File: config.mk
export PLATFORM = sky130hd
export DESIGN_NAME = ff_bank
export DESIGN_NICKNAME = d
export VERILOG_FILES = /design/src/rtl/ff_bank.sv
export SDC_FILE = /design/constraint.sdc
export NUM_CORES = 1
export LEC_CHECK = 0
export CAP_MARGIN = 20
export CORE_ASPECT_RATIO = 1.2
export CORE_UTILIZATION = 69
export CTS_CLUSTER_DIAMETER = 150
export CTS_CLUSTER_SIZE = 12
export DETAILED_ROUTE_END_ITERATION = 10
export DONT_BUFFER_PORTS = 1
export GPL_TIMING_DRIVEN = 0
export PLACE_DENSITY = 0.82
export SYNTH_ARGS = -nofsm -noshare
export SYNTH_HDL_FRONTEND = slang
export SYNTH_SLANG_ARGS = --single-unit
File: constraint.sdc
create_clock -name clk -period 2.85 [get_ports clk]
set_input_delay 0.4275 -clock clk [delete_from_list [all_inputs] [get_ports clk]]
set_output_delay 0.4275 -clock clk [all_outputs]
set_load 0.02 [all_outputs]
File: src/rtl/ff_bank.sv
// ff_bank: WIDTH-bit flip-flop bank with run-time D/T/JK/SR mode, change pulses,
// a saturating change counter and a sticky illegal-SR flag. Optional FF_BANK_CNT_CLR_EN adds cnt_clr.
module ff_bank #(
    parameter int                 WIDTH     = 8,
    parameter int                 CNT_W     = 8,
    parameter logic [WIDTH-1:0]   RESET_VAL = {WIDTH{1'b0}}
) (
    input  logic             clk,
    input  logic             rstn,
    input  logic             en,
    input  logic [1:0]       mode,
    input  logic [WIDTH-1:0] a,
    input  logic [WIDTH-1:0] b,
`ifdef FF_BANK_CNT_CLR_EN
    input  logic             cnt_clr,
`endif
    output logic [WIDTH-1:0] q,
    output logic [WIDTH-1:0] qn,
    output logic [WIDTH-1:0] toggled,
    output logic [CNT_W-1:0] chg_cnt,
    output logic             sr_err
);

    localparam logic [1:0]       MODE_D  = 2'b00;
    localparam logic [1:0]       MODE_T  = 2'b01;
    localparam logic [1:0]       MODE_JK = 2'b10;
    localparam logic [1:0]       MODE_SR = 2'b11;
    localparam logic [CNT_W-1:0] CNT_MAX = {CNT_W{1'b1}};
    localparam logic [CNT_W-1:0] CNT_ONE = {{(CNT_W-1){1'b0}}, 1'b1};

    logic [WIDTH-1:0] q_r;
    logic [WIDTH-1:0] toggled_r;
    logic [CNT_W-1:0] cnt_r;
    logic             sr_err_r;

    logic [WIDTH-1:0] q_next_s;
    logic [CNT_W-1:0] cnt_next_s;
    logic             chg_s;
    logic             sr_illegal_s;
    logic             clear_s;

    // Next state of one bit; an illegal SR pair (S=R=1) holds the bit.
    function automatic logic next_bit(input logic [1:0] m, input logic qb,
                                      input logic ab, input logic bb);
        logic nb;
        nb = qb;
        case (m)
            MODE_D:  nb = ab;
            MODE_T:  nb = qb ^ ab;
            MODE_JK: begin
                case ({ab, bb})
                    2'b10:   nb = 1'b1;
                    2'b01:   nb = 1'b0;
                    2'b11:   nb = ~qb;
                    default: nb = qb;
                endcase
            end
            MODE_SR: begin
                case ({ab, bb})
                    2'b10:   nb = 1'b1;
                    2'b01:   nb = 1'b0;
                    default: nb = qb;
                endcase
            end
            default: nb = qb;
        endcase
        return nb;
    endfunction

`ifdef FF_BANK_CNT_CLR_EN
    assign clear_s = cnt_clr;
`else
    assign clear_s = 1'b0;
`endif

    // Per-bit next state and illegal-SR detection for the current edge.
    always_comb begin
        q_next_s     = q_r;
        sr_illegal_s = 1'b0;
        if (en) begin
            for (int i = 0; i < WIDTH; i++) begin
                q_next_s[i] = next_bit(mode, q_r[i], a[i], b[i]);
            end
            sr_illegal_s = (mode == MODE_SR) && (|(a & b));
        end else begin
            q_next_s     = q_r;
            sr_illegal_s = 1'b0;
        end
    end

    // Change detection and saturating counter increment.
    always_comb begin
        chg_s      = |(q_next_s ^ q_r);
        cnt_next_s = cnt_r;
        if (chg_s && (cnt_r != CNT_MAX)) begin
            cnt_next_s = cnt_r + CNT_ONE;
        end else begin
            cnt_next_s = cnt_r;
        end
    end

    // State registers; reset beats everything, clear beats a same-edge count.
    always_ff @(posedge clk) begin
        if (!rstn) begin
            q_r       <= RESET_VAL;
            toggled_r <= {WIDTH{1'b0}};
            cnt_r     <= {CNT_W{1'b0}};
            sr_err_r  <= 1'b0;
        end else begin
            q_r       <= q_next_s;
            toggled_r <= q_next_s ^ q_r;
            if (clear_s) begin
                cnt_r    <= {CNT_W{1'b0}};
                sr_err_r <= 1'b0;
            end else begin
                cnt_r    <= cnt_next_s;
                sr_err_r <= sr_err_r | sr_illegal_s;
            end
        end
    end

    assign q       = q_r;
    assign qn      = ~q_r;
    assign toggled = toggled_r;
    assign chg_cnt = cnt_r;
    assign sr_err  = sr_err_r;

    ff_bank_chk #(.WIDTH(WIDTH), .CNT_W(CNT_W)) u_chk (
        .clk     (clk),
        .rstn    (rstn),
        .clear   (clear_s),
        .q       (q_r),
        .qn      (qn),
        .toggled (toggled_r),
        .chg_cnt (cnt_r),
        .sr_err  (sr_err_r)
    );

endmodule

// Property checker for ff_bank outputs.
module ff_bank_chk #(
    parameter int WIDTH = 8,
    parameter int CNT_W = 8
) (
    input logic             clk,
    input logic             rstn,
    input logic             clear,
    input logic [WIDTH-1:0] q,
    input logic [WIDTH-1:0] qn,
    input logic [WIDTH-1:0] toggled,
    input logic [CNT_W-1:0] chg_cnt,
    input logic             sr_err
);

    a_qn_inv: assert property (@(posedge clk) disable iff (!rstn) qn == ~q);

    a_reset_clears: assert property (@(posedge clk)
        !rstn |=> (chg_cnt == {CNT_W{1'b0}}) && (toggled == {WIDTH{1'b0}}) && !sr_err);

    a_sr_sticky: assert property (@(posedge clk)
        (rstn && sr_err && !clear) |=> sr_err);

    a_cnt_monotonic: assert property (@(posedge clk)
        (rstn && !clear) |=> (chg_cnt >= $past(chg_cnt)));

endmodule

## Word-level counts from Yosys, hierarchy flattened

Index checks and enable logic that the tools add are counted.

- Bits of input ports: 21
- Bits in registers: 25
- Logic and storage cells: 84

- $add $sub $neg: 1
- Equal/unequal tests: 28
- Reductions and logical operators: 5
- Mux-type cells: 26
- Bitwise logic cells: 20

Operator list:

| operator | count |
|---|---|
| equality test 2 bit, second input constant | 18 |
| one-hot mux 1 bit (4 select lines) | 8 |
| one-hot mux 1 bit (3 select lines) | 8 |
| equality test 2 x 1 -> 1 bit, second input constant | 9 |
| one-hot mux 1 bit (2 select lines) | 8 |
| OR reduction 8 bit | 2 |
| adder 8 x 1 -> 8 bit, second input constant | 1 |
| bitwise AND 8 bit | 1 |
| 2-to-1 mux 8 bit | 1 |
| inequality test 8 bit, second input constant | 1 |
| NOT 1 bit | 8 |
| NOT 8 bit | 1 |
| XOR 1 bit | 8 |
| XOR 8 bit | 1 |
| logical AND 1 bit | 2 |
| zero test 2 bit | 1 |
| 2-to-1 mux 1 bit | 1 |
| OR 1 bit | 1 |

## Depth between registers and ports, before layout

- Depth in word-level cells: 7
- Mapped depth: 9
- Gate-level depth less buffers: 8

## Worst setup path after synthesis

OpenSTA, ideal clock, no wires.

- Path type: input -> register
- Start point: input port b[6]
- End point: register cnt_r[4] (netlist: chg_cnt[4])
- Setup time: 0.127 ns
- Arrival: 1.971 ns
- Setup slack: 0.752 ns
- Stages: 8
- Required time: 2.723 ns
- Cell sequence: inv_1 -> ha_1 -> mux2i_1 -> o22ai_2 -> mux2i_1 -> o41ai_4 -> a211oi_1 -> mux2i_1

- Cells in the longest elaborated chain, start to end: 7
- Elaborated cells between the ends (all ways): 10
- Classes of those cells: 3 x eq/ne; 4 x mux; 1 x bitwise; 2 x reduce/logical

Ends and longest elaborated chain:

| item | RTL line | text |
|---|---|---|
| from (decl) | 13 | `input logic [WIDTH-1:0] b,` |
| equality test 2 bit (tied with other cells) | 51 | `case ({ab, bb})` |
| one-hot mux 1 bit (3 select lines) or one-hot mux 1 bit (2 select lines) (tied branches) | 51, 59 |  |
| one-hot mux 1 bit (4 select lines) * | 47 | `case (m)` |
| 2-to-1 mux 8 bit * | 80 | `if (en) begin` |
| XOR 8 bit * | 93 | `chg_s = \|(q_next_s ^ q_r);` |
| OR reduction 8 bit * | 93 |  |
| logical AND 1 bit * | 95 | `if (chg_s && (cnt_r != CNT_MAX)) begin` |
| to (signal assigned) | 107 | `cnt_r <= {CNT_W{1'b0}};` |
| to (signal assigned) | 113 | `cnt_r <= {CNT_W{1'b0}};` |
| to (signal assigned) | 116 | `cnt_r <= cnt_next_s;` |
| to (decl) | 33 | `logic [CNT_W-1:0] cnt_r;` |

Every way passes the cells marked *; elsewhere a longest branch is shown, timed or not.
A chain may end at the register's enable or synchronous reset.

## Final worst setup path

- Start point: register q_r[0] (netlist: q[0])
- End point: register cnt_r[2] (netlist: chg_cnt[2])

- Cells in the longest elaborated chain, start to end: 7
- Elaborated cells between the ends (all ways): 9
- Classes of those cells: 4 x mux; 3 x bitwise; 2 x reduce/logical

Ends and longest elaborated chain:

| item | RTL line | text |
|---|---|---|
| from (decl) | 31 | `logic [WIDTH-1:0] q_r;` |
| from (signal assigned) | 110 | `q_r <= q_next_s;` |
| NOT 1 bit | 54 | `2'b11: nb = ~qb;` |
| one-hot mux 1 bit (3 select lines) | 51 |  |
| one-hot mux 1 bit (4 select lines) | 47 |  |
| 2-to-1 mux 8 bit | 80 |  |
| XOR 8 bit * | 93 |  |
| OR reduction 8 bit * | 93 |  |
| logical AND 1 bit * | 95 |  |

Marked as above.

==> metrics.txt <==
status=finished clean; Post-Syn Area=2060 µm²; Vias/cell=6.76; port bufs=0; final WL=4.96 mm; Critical Path End Type=flop; reg2reg start=q[0]$_SDFF_PN0_; crit path launch type=flop; R2R setup slack=430 ps; DR vias=1914; worst-path maximum fanout=8; Root Driver=clkbuf_4; most frequent cells in the layout=dfxtp_1, inv_1, mux2i_1, ha_1, nand2_1; Slew Viols, Final=0; final setup TNS=0 ps; drt wl/cell=17.5 µm; Placement Setup Slack=465 ps; Syn Nets=283; gpl congestion=0.848; Syn. warnings=0; later-pin clock latency in the skew report=340 ps; vias in the first global route=1701; H-tree level count=1; DRT Pass-1 Iters=4; Layout Nets=288; Final WS setup=427 ps; Main synth FF type=dfxtp_1; Longest Clk Path Bufs=2; Diodes inserted=0; # setup viols final=0; Max transition margin=64.5%; Max stage delay on crit path=530 ps; worst-case hold slack=219 ps; Max Fclk=413 MHz; final hold vios=0; clk_skew=16.5 ps; post-route clock period utilization=85.0%; CTS Hold Bufs=0; #FFs+latches synth=25; die footprint=3210 µm²; CP Cell Sequence=clkbuf_1, inv_1, a21oi_1, o221ai_1, o41ai_4, a211oi_1, mux2i_1; All-Layer GR Usage=31.4%; Setup CP Type=flop to flop; first-pass GRT wire length=7.49 mm; met2 WL=2.53 mm; CP Capture Point=chg_cnt[2]$_SDFFE_PN0P_; layout cells sized above 1=9.24%; Async S/R FF share, synth=0%; Num CTS Buffers=3; CTS tree=built; row count=21; max_cap viols=0; CP max-delay cell=o41ai_4; Die Width=51.9 µm; Initial Util=73.3%; Tmin final=2420 ps; post-synthesis sequential area ratio=24.3%; RR Endpoint=chg_cnt[2]$_SDFFE_PN0P_; largest net degree at the start of global routing=15; crit path buf inv count=2; WP data arrival=2640 ps; Synth top area share=24.3%; Hold Path Origin=rstn; CP Depth=7; clock sinks=25; RSZ-0062 raised after global routing=no; hold crit path type=input port to flop; Synth area leaders=dfxtp_1, ha_1, mux2i_1; Post-synth EDFFs=0; highest routed layer=met4; largest area contributor in the netlist=dfxtp_1; dpl hpwl=3.79 mm; commonest non-fill, non-tap cell in the layout=dfxtp_1; Critical Path RT=3070 ps; critical path startpoint=q[0]$_SDFF_PN0_; Worst VDD drop=0.315 mV; Top delay family on crit path=compound AO/OA/AOI/OAI gates; Lkg Pwr=0.879 nW; DR WL met3=341 µm; Remaining DRCs=0; power per cell area=388 nW/µm²; total grt overflow=0; number of setup buffers added after CTS=0; Post-CTS Resized=0; area grow syn2layout=3.40%; antenna violations before repair=0; Post-Syn Instances=245; drt first-iter violations=86; remaining antenna violation count=0; clk slew on worst S/H paths=150 ps; worst-margin pin slew=532 ps; Core ar.=2810 µm²; M1 WL=2.01 mm; worst r2r path cells=7; top-level port count=54; chip height=61.8 µm; Mean Syn Cell Area=8.41 µm²; Unique masters post-synth=51
[synth_stat cells (2+ instances only)]
cell	n
o22ai_1	2
nand2b_1	12
o211ai_1	2
nor4_1	3
buf_6	3
o221ai_1	7
a22oi_1	7
nor2_1	6
dfxtp_1	25
o21ai_0	9
and3_1	11
a311o_1	2
nand3_1	4
o32ai_1	2
nand4_1	3
a21oi_1	8
mux2i_1	17
o311ai_0	2
a211oi_1	4
inv_1	23
o22ai_2	2
ha_1	17
nor2b_1	10
nand2_1	15
xnor2_1	3
buf_2	4
and2_1	5
maj3_2	2
o2bb2ai_1	2
o21a_1	3
clkbuf_1	10
[sequential cells by signal, indices dropped and copies added (netlist names)]
signal and cells:
chg_cnt 8, q 8, toggled 8, sr_err 1
[layout make-up]
type / count / area [µm²]
Clock buffer: 3 / 22.5
Multi-Input combinational cell: 180 / 1380
Inverter: 23 / 86.3
Sequential cell: 25 / 500
Fill cell: 201 / 682
Clock inverter: 1 / 5.00
Tap cell: 34 / 42.5
Buffer: 17 / 91.3
[how the worst min path moves through the flow]
stage                                         end  depth (start not counted)
after global placement    chg_cnt[6]$_SDFFE_PN0P_                          2
after floorplan           chg_cnt[6]$_SDFFE_PN0P_                          2
final                     chg_cnt[0]$_SDFFE_PN0P_                          2
after detailed placement  chg_cnt[6]$_SDFFE_PN0P_                          2
after CTS                 chg_cnt[0]$_SDFFE_PN0P_                          2
after global routing      chg_cnt[0]$_SDFFE_PN0P_                          2
[per-layer routing]
layer	global-route usage [%]	vias to the layer above
met3	5.60	9
met5	0	-
met1	36.8	915
met4	12.4	0
met2	56.8	95
li1	-	895
[cell families (layout without fill, tap and decap cells)]
group                    after synthesis  in the layout  synth area share, %
buffers and inverters                 40             44                 8.63
adder cells (fa/ha/maj)               20             20                 11.9
AO/OA/AOI/OAI                         63             63                 24.1
flip-flops                            25             25                 24.3
AND/OR/NAND/NOR                       77             77                 21.5
XOR/XNOR                               3              3                 1.28
multiplexers                          17             17                 8.26
[power by group]
group          total (mW)  switching [mW]  internal [mW]
Combinational       0.240           0.139          0.102
Sequential          0.418          0.0472          0.371
Clock               0.168           0.116         0.0529
Total               0.827           0.302          0.526
[per-stage QoR]
step	power [mW]	util, %	cells	cell area [µm²]
after detailed placement	0.663	74.8	279	2100
after global placement	0.649	74.8	279	2100
after global routing	0.866	75.7	283	2130
final	0.827	75.7	283	2130
after floorplan	0.615	-	245	2060
after CTS	0.826	75.7	283	2130
No activity file was read; power rests on OpenSTA's default activity.
